===== src/rtl/score_flash_sequencer.sv =====
// Score persistence sequencer: saves/restores N_BYTES of scores to NOR
// flash one byte at a time, with read-back verify after every save.
// Ports: CLK_50MHZ/RST clock and sync active-high reset;
// save_req/restore_req one-cycle requests; score_in/score_out bytes;
// busy/done/err status; fb_* single-byte Flash handshake.
module score_flash_sequencer #(
  parameter int         N_BYTES      = 4,
  parameter logic [7:0] BASE_ADDR    = 8'd0,
  parameter bit         AUTO_RESTORE = 1'b1,
  parameter int         TIMEOUT      = 65535
) (
  input  logic                 CLK_50MHZ,
  input  logic                 RST,
  input  logic                 save_req,
  input  logic                 restore_req,
  input  logic [8*N_BYTES-1:0] score_in,
  output logic [8*N_BYTES-1:0] score_out,
  output logic                 busy,
  output logic                 done,
  output logic                 err,
  output logic [7:0]           fb_addr,
  output logic [7:0]           fb_data,
  input  logic [7:0]           fb_q,
  output logic                 fb_rw,
  output logic                 fb_start,
  input  logic                 fb_done
);

  localparam int IW = (N_BYTES > 1) ? $clog2(N_BYTES) : 1;
  localparam logic [IW-1:0] LAST = IW'(N_BYTES - 1);
  localparam logic [15:0] TO_LAST = 16'(TIMEOUT - 1);

  typedef enum logic [2:0] {
    S_IDLE,
    S_ISSUE,
    S_WAIT_DONE,
    S_WAIT_REL,
    S_NEXT,
    S_FINISH
  } state_t;

  typedef enum logic [1:0] {
    PH_WRITE,
    PH_VERIFY,
    PH_RESTORE
  } phase_t;

  typedef logic [N_BYTES-1:0][7:0] bytes_t;

  state_t        state_q, state_d;
  phase_t        phase_q, phase_d;
  logic [IW-1:0] idx_q, idx_d;
  logic [15:0]   cnt_q, cnt_d;
  bytes_t        shadow_q, shadow_d;
  bytes_t        rbuf_q, rbuf_d;
  bytes_t        score_q, score_d;
  logic          auto_q, auto_d;
  logic          busy_q, busy_d;
  logic          done_q, done_d;
  logic          err_q, err_d;
  logic [7:0]    addr_q, addr_d;
  logic [7:0]    data_q, data_d;
  logic          rw_q, rw_d;
  logic          start_q, start_d;
  logic          go_issue;

  always_comb begin
    state_d  = state_q;
    phase_d  = phase_q;
    idx_d    = idx_q;
    cnt_d    = cnt_q;
    shadow_d = shadow_q;
    rbuf_d   = rbuf_q;
    score_d  = score_q;
    auto_d   = auto_q;
    busy_d   = busy_q;
    done_d   = 1'b0;
    err_d    = err_q;
    addr_d   = addr_q;
    data_d   = data_q;
    rw_d     = rw_q;
    start_d  = 1'b0;
    go_issue = 1'b0;

    unique case (state_q)
      S_IDLE: begin
        // restore (manual or post-reset) beats a same-cycle save
        if (restore_req || auto_q) begin
          phase_d  = PH_RESTORE;
          idx_d    = '0;
          busy_d   = 1'b1;
          err_d    = 1'b0;
          auto_d   = 1'b0;
          go_issue = 1'b1;
          state_d  = S_ISSUE;
        end else if (save_req) begin
          shadow_d = score_in;
          phase_d  = PH_WRITE;
          idx_d    = '0;
          busy_d   = 1'b1;
          err_d    = 1'b0;
          go_issue = 1'b1;
          state_d  = S_ISSUE;
        end
      end
      S_ISSUE: begin
        cnt_d   = '0;
        state_d = S_WAIT_DONE;
      end
      S_WAIT_DONE: begin
        if (fb_done) begin
          cnt_d   = '0;
          state_d = S_WAIT_REL;
          if (phase_q == PH_RESTORE) begin
            rbuf_d[idx_q] = fb_q;
          end else if (phase_q == PH_VERIFY &&
                       fb_q != shadow_q[idx_q]) begin
            err_d   = 1'b1;
            done_d  = 1'b1;
            state_d = S_FINISH;
          end
        end else if (cnt_q == TO_LAST) begin
          err_d   = 1'b1;
          done_d  = 1'b1;
          state_d = S_FINISH;
        end else begin
          cnt_d = cnt_q + 16'd1;
        end
      end
      S_WAIT_REL: begin
        if (!fb_done) begin
          state_d = S_NEXT;
        end else if (cnt_q == TO_LAST) begin
          err_d   = 1'b1;
          done_d  = 1'b1;
          state_d = S_FINISH;
        end else begin
          cnt_d = cnt_q + 16'd1;
        end
      end
      S_NEXT: begin
        if (idx_q != LAST) begin
          idx_d    = idx_q + 1'b1;
          go_issue = 1'b1;
          state_d  = S_ISSUE;
        end else if (phase_q == PH_WRITE) begin
          phase_d  = PH_VERIFY;
          idx_d    = '0;
          go_issue = 1'b1;
          state_d  = S_ISSUE;
        end else begin
          // only a clean, complete restore reaches this commit
          if (phase_q == PH_RESTORE) begin
            score_d = rbuf_q;
          end
          done_d  = 1'b1;
          state_d = S_FINISH;
        end
      end
      S_FINISH: begin
        busy_d  = 1'b0;
        state_d = S_IDLE;
      end
      default: begin
        state_d = S_IDLE;
      end
    endcase

    // bus lines are loaded only here, so they hold until the next issue
    if (go_issue) begin
      start_d = 1'b1;
      addr_d  = BASE_ADDR + 8'(idx_d);
      rw_d    = (phase_d != PH_WRITE);
      data_d  = (phase_d == PH_WRITE) ? shadow_d[idx_d] : 8'h00;
    end
  end

  always_ff @(posedge CLK_50MHZ) begin
    if (RST) begin
      state_q  <= S_IDLE;
      phase_q  <= PH_RESTORE;
      idx_q    <= '0;
      cnt_q    <= '0;
      shadow_q <= '0;
      rbuf_q   <= '0;
      score_q  <= '0;
      auto_q   <= AUTO_RESTORE;
      busy_q   <= 1'b0;
      done_q   <= 1'b0;
      err_q    <= 1'b0;
      addr_q   <= 8'h00;
      data_q   <= 8'h00;
      rw_q     <= 1'b1;
      start_q  <= 1'b0;
    end else begin
      state_q  <= state_d;
      phase_q  <= phase_d;
      idx_q    <= idx_d;
      cnt_q    <= cnt_d;
      shadow_q <= shadow_d;
      rbuf_q   <= rbuf_d;
      score_q  <= score_d;
      auto_q   <= auto_d;
      busy_q   <= busy_d;
      done_q   <= done_d;
      err_q    <= err_d;
      addr_q   <= addr_d;
      data_q   <= data_d;
      rw_q     <= rw_d;
      start_q  <= start_d;
    end
  end

  assign score_out = score_q;
  assign busy      = busy_q;
  assign done      = done_q;
  assign err       = err_q;
  assign fb_addr   = addr_q;
  assign fb_data   = data_q;
  assign fb_rw     = rw_q;
  assign fb_start  = start_q;

endmodule


===== config.mk =====
export PLATFORM = sky130hd
export DESIGN_NAME = score_flash_sequencer
export DESIGN_NICKNAME = d
export VERILOG_FILES = /design/src/rtl/score_flash_sequencer.sv
export SDC_FILE = /design/constraint.sdc
export NUM_CORES = 1
export LEC_CHECK = 0
export CAP_MARGIN = 5
export CORE_ASPECT_RATIO = 1.75
export CORE_MARGIN = 4
export CORE_UTILIZATION = 36
export DETAILED_ROUTE_END_ITERATION = 10
export DONT_BUFFER_PORTS = 1
export GPL_TIMING_DRIVEN = 0
export MAX_ROUTING_LAYER = met4
export PLACE_DENSITY_LB_ADDON = 0.3
export SETUP_SLACK_MARGIN = 0.1
export SYNTH_ARGS = -nofsm -noshare
export SYNTH_HDL_FRONTEND = slang
export SYNTH_SLANG_ARGS = --single-unit

===== constraint.sdc =====
create_clock -name CLK_50MHZ -period 2.8 [get_ports CLK_50MHZ]
set_input_delay 0.28 -clock CLK_50MHZ [delete_from_list [all_inputs] [get_ports CLK_50MHZ]]
set_output_delay 0.28 -clock CLK_50MHZ [all_outputs]
set_load 0.05 [all_outputs]

==> results.cfg <==
[outcome]
status = completed

[floorplan]
ios = 98
fp.coreArea_sq_um = 16000
fp.dieW_microns = 105
die-area_sq_um = 18700
rows = 61
die_h_microns = 178
start_util = 0.371

[logic_synthesis]
synth_seq_area_share = 0.455
async_reset_ff_frac = 0
yosysUniqueCellTypes = 52
synthCells = 707
synth.avg_cell_area_sq_um = 8.40
ys_ff_latch = 135
synth_edf_count = 0
ys.flop_type = dfxtp_1
ys_warn_count = 0
syn-cell-area_sq_um = 5940

[clocking]
cts_buffers = 17
cts.clk_slew.worst_paths_ns = 0.06
cts.path.max_buffers = 2
cts_resized = 0
post_cts_buffers = 0
cts_tree = yes
cts_root_buf = clkbuf_16
insertion_delay_ns = 0.43
cts_sinks = 135
htreeDepth = 4

[worst_setup_path]
max_stage_delay_ns = 0.47
crit_path_end_kind = flip-flop
crit_arrival_ns = 2.85
cp_max_fo = 10
crit_family = compound AO/OA/AOI/OAI gates
worstPathCellList = ha_1 > o21ai_1 > a22oi_4 > a21oi_4 > buf_6 > mux2i_1 > a211o_1 > o221ai_1
cp-start-kind = flip-flop
cp.required_ns = 3.14
cp_slowest_cell = dfxtp_1
crit_type = flip-flop to flip-flop
path_buf_inv = 1

[sta]
rsz0062_at_grt = false
finalHoldViolCount = 0
post-route-period-util = 0.895
setup_viol = 0
fin_crit_ns = 2.51
setup_tns_ns = 0
finClkSkew_ns = 0.0116
slew_viol_final = 0
slew_headroom = 0.400
worstMarginPinSlew_ns = 0.898
fmax_ghz = 0.399

[power_and_ir_drop]
pwr-share-comb = 0.102
leakage_nw = 2.49
clockPowerShare = 0.467
swShare = 0.265
power_density_nw_per_um2 = 674
ir_drop_v = 0.000357
power.internal_mw = 3.51
p_seq_frac = 0.431
p_switching_mw = 1.26

[final_layout]
num-fill-cells = 1646
final-seq-area_sq_um = 2700
instances_no_fill = 962
drive_gt1_frac = 0.0957
syn_to_final_growth_pct = 19.2
nets = 811
n_antenna_cell = 0
multi_input_area_sq_um = 2920

[global_routing]
grt_overflow_total = 0
grt_pass1_wl_microns = 26300
grt_start_max_net_pins = 17
grt_antenna_before_repair = 0
grtUsageTotal = 0.186
grt_pass1_vias = 4949

[place]
gp_congestion = 0.825
dp.cells = 901
dp_hpwl_microns = 12000
portBuffers = 0

[drt]
drt_wl_total_microns = 16700
drtIter0Drc = 183
antenna_left = 0
num_vias = 5075
avgRoutedWirePerCell_microns = 17.4
via_per_inst = 5.28
dr.pass1.iters = 5
drc_errors = 0

[flow_run]
maxCapViolCount = 0

[min_path]
hp-class = input port to flip-flop
==> path summary, 6_finish.rpt <==
kind,start,endpoint,slack (ns),cells past startpoint
worst max-delay path,idx_q[0]$_SDFF_PP0_,fb_data[6]$_SDFFE_PP0P_,0.29,8
worst max register to register,idx_q[0]$_SDFF_PP0_,fb_data[6]$_SDFFE_PP0P_,0.29,8
worst min-delay path,fb_q[4],rbuf_q[12]$_SDFFE_PP0P_,0.01,2
worst min register to register,rbuf_q[20]$_SDFFE_PP0P_,score_out[20]$_SDFFE_PP0P_,0.45,2
==> area by class of cell <==
type                       count  share of cell area
sequential                   135               0.382
timing repair buffer          30              0.0424
inverter                       9             0.00477
clock inverter                14              0.0212
tap                          189              0.0334
buffer                        54              0.0415
clock buffer                  18              0.0620
multi-input combinational    513               0.413
==> power groups by stage <==
| stage | registers, mW | clock network (mW) | logic [mW] |
|---|---|---|---|
| after floorplan | 2.08 | 0 | 0.356 |
| after detailed placement | 2.10 | 0 | 0.449 |
| after CTS | 2.05 | 2.27 | 0.491 |
| final | 2.05 | 2.23 | 0.488 |
| after global routing | 2.06 | 2.34 | 0.542 |
| after global placement | 2.10 | 0 | 0.448 |
==> metal layers <==
layer  vias to the layer above  track usage  share of wire
met5                         -            -              0
met4                         0       0.0728          0.024
met3                        35       0.0451          0.049
met2                       119        0.335           0.53
met1                      2398        0.195           0.39
li1                       2523            -              -
==> stage by stage <==
step                       util  power, mW  cell area, sq um  worst slack, ns  hold slack, ns
after floorplan               -       2.44              5960            0.666           0.416
after global placement    0.386       2.54              6190            0.271           0.420
after detailed placement  0.386       2.55              6190            0.276           0.424
after CTS                 0.442       4.81              7080            0.271         0.00108
after global routing      0.442       4.94              7080            0.103         0.00477
final                     0.442       4.77              7080            0.293          0.0129
==> logic make-up (layout without fill, tap and decap cells) <==
logic type | after synthesis | in the layout | synth area share
AND/OR/NAND/NOR | 302 | 302 | 0.226
AO/OA/AOI/OAI | 149 | 149 | 0.154
flip-flops | 135 | 135 | 0.455
buffers and inverters | 64 | 125 | 0.0558
multiplexers | 25 | 25 | 0.0590
XOR/XNOR | 24 | 24 | 0.0354
adder cells (fa/ha/maj) | 7 | 7 | 0.0143
other | 1 | 6 | 0.000631
==> state kept, by name, indices dropped and copies added (netlist names) <==
signal / count
fb_addr: 2
score_out: 32
shadow_q: 32
idx_q: 2
state_q: 3
cnt_q: 16
err: 1
phase_q: 2
fb_rw: 1
fb_data: 8
fb_start: 1
auto_q: 1
rbuf_q: 32
busy: 1
done: 1
==> layout by cell type (no fill, tap or decap), types with 8 or more instances in the layout <==
master         count
a211o_1            8
a211oi_1          10
a21oi_1           99
and3_1             8
buf_2             12
clkbuf_1          29
clkbuf_16         17
dfxtp_1          135
dlygate4sd3_1     30
inv_1              9
mux2i_1           17
mux4_2             8
nand2_1          173
nand3_1           38
nand4_1            9
nor2_1            43
nor3_1             9
o221ai_1           8
xnor2_1           14
xor2_1            10
==> cells in the mapped netlist, types with 8 or more instances <==
library cell  number  share of area
nand2_1          173           0.11
dfxtp_1          135           0.46
a21oi_1           99          0.083
nor2_1            43          0.027
nand3_1           38          0.032
clkbuf_1          30          0.019
mux2i_1           17          0.029
xnor2_1           14          0.021
buf_2             12          0.010
a211oi_1          10          0.013
xor2_1            10          0.015
inv_1              9         0.0057
nand4_1            9         0.0095
nor3_1             9         0.0076
a211o_1            8          0.012
and3_1             8         0.0084
mux4_2             8          0.030
o221ai_1           8          0.012
==> what timing repair did <==
action                                  4_1_cts  5_1_grt
endpoints found under the hold margin        37        0
endpoints found under the setup margin        0        3
hold buffers                                 30        0
No activity file was read; power rests on OpenSTA's default activity.
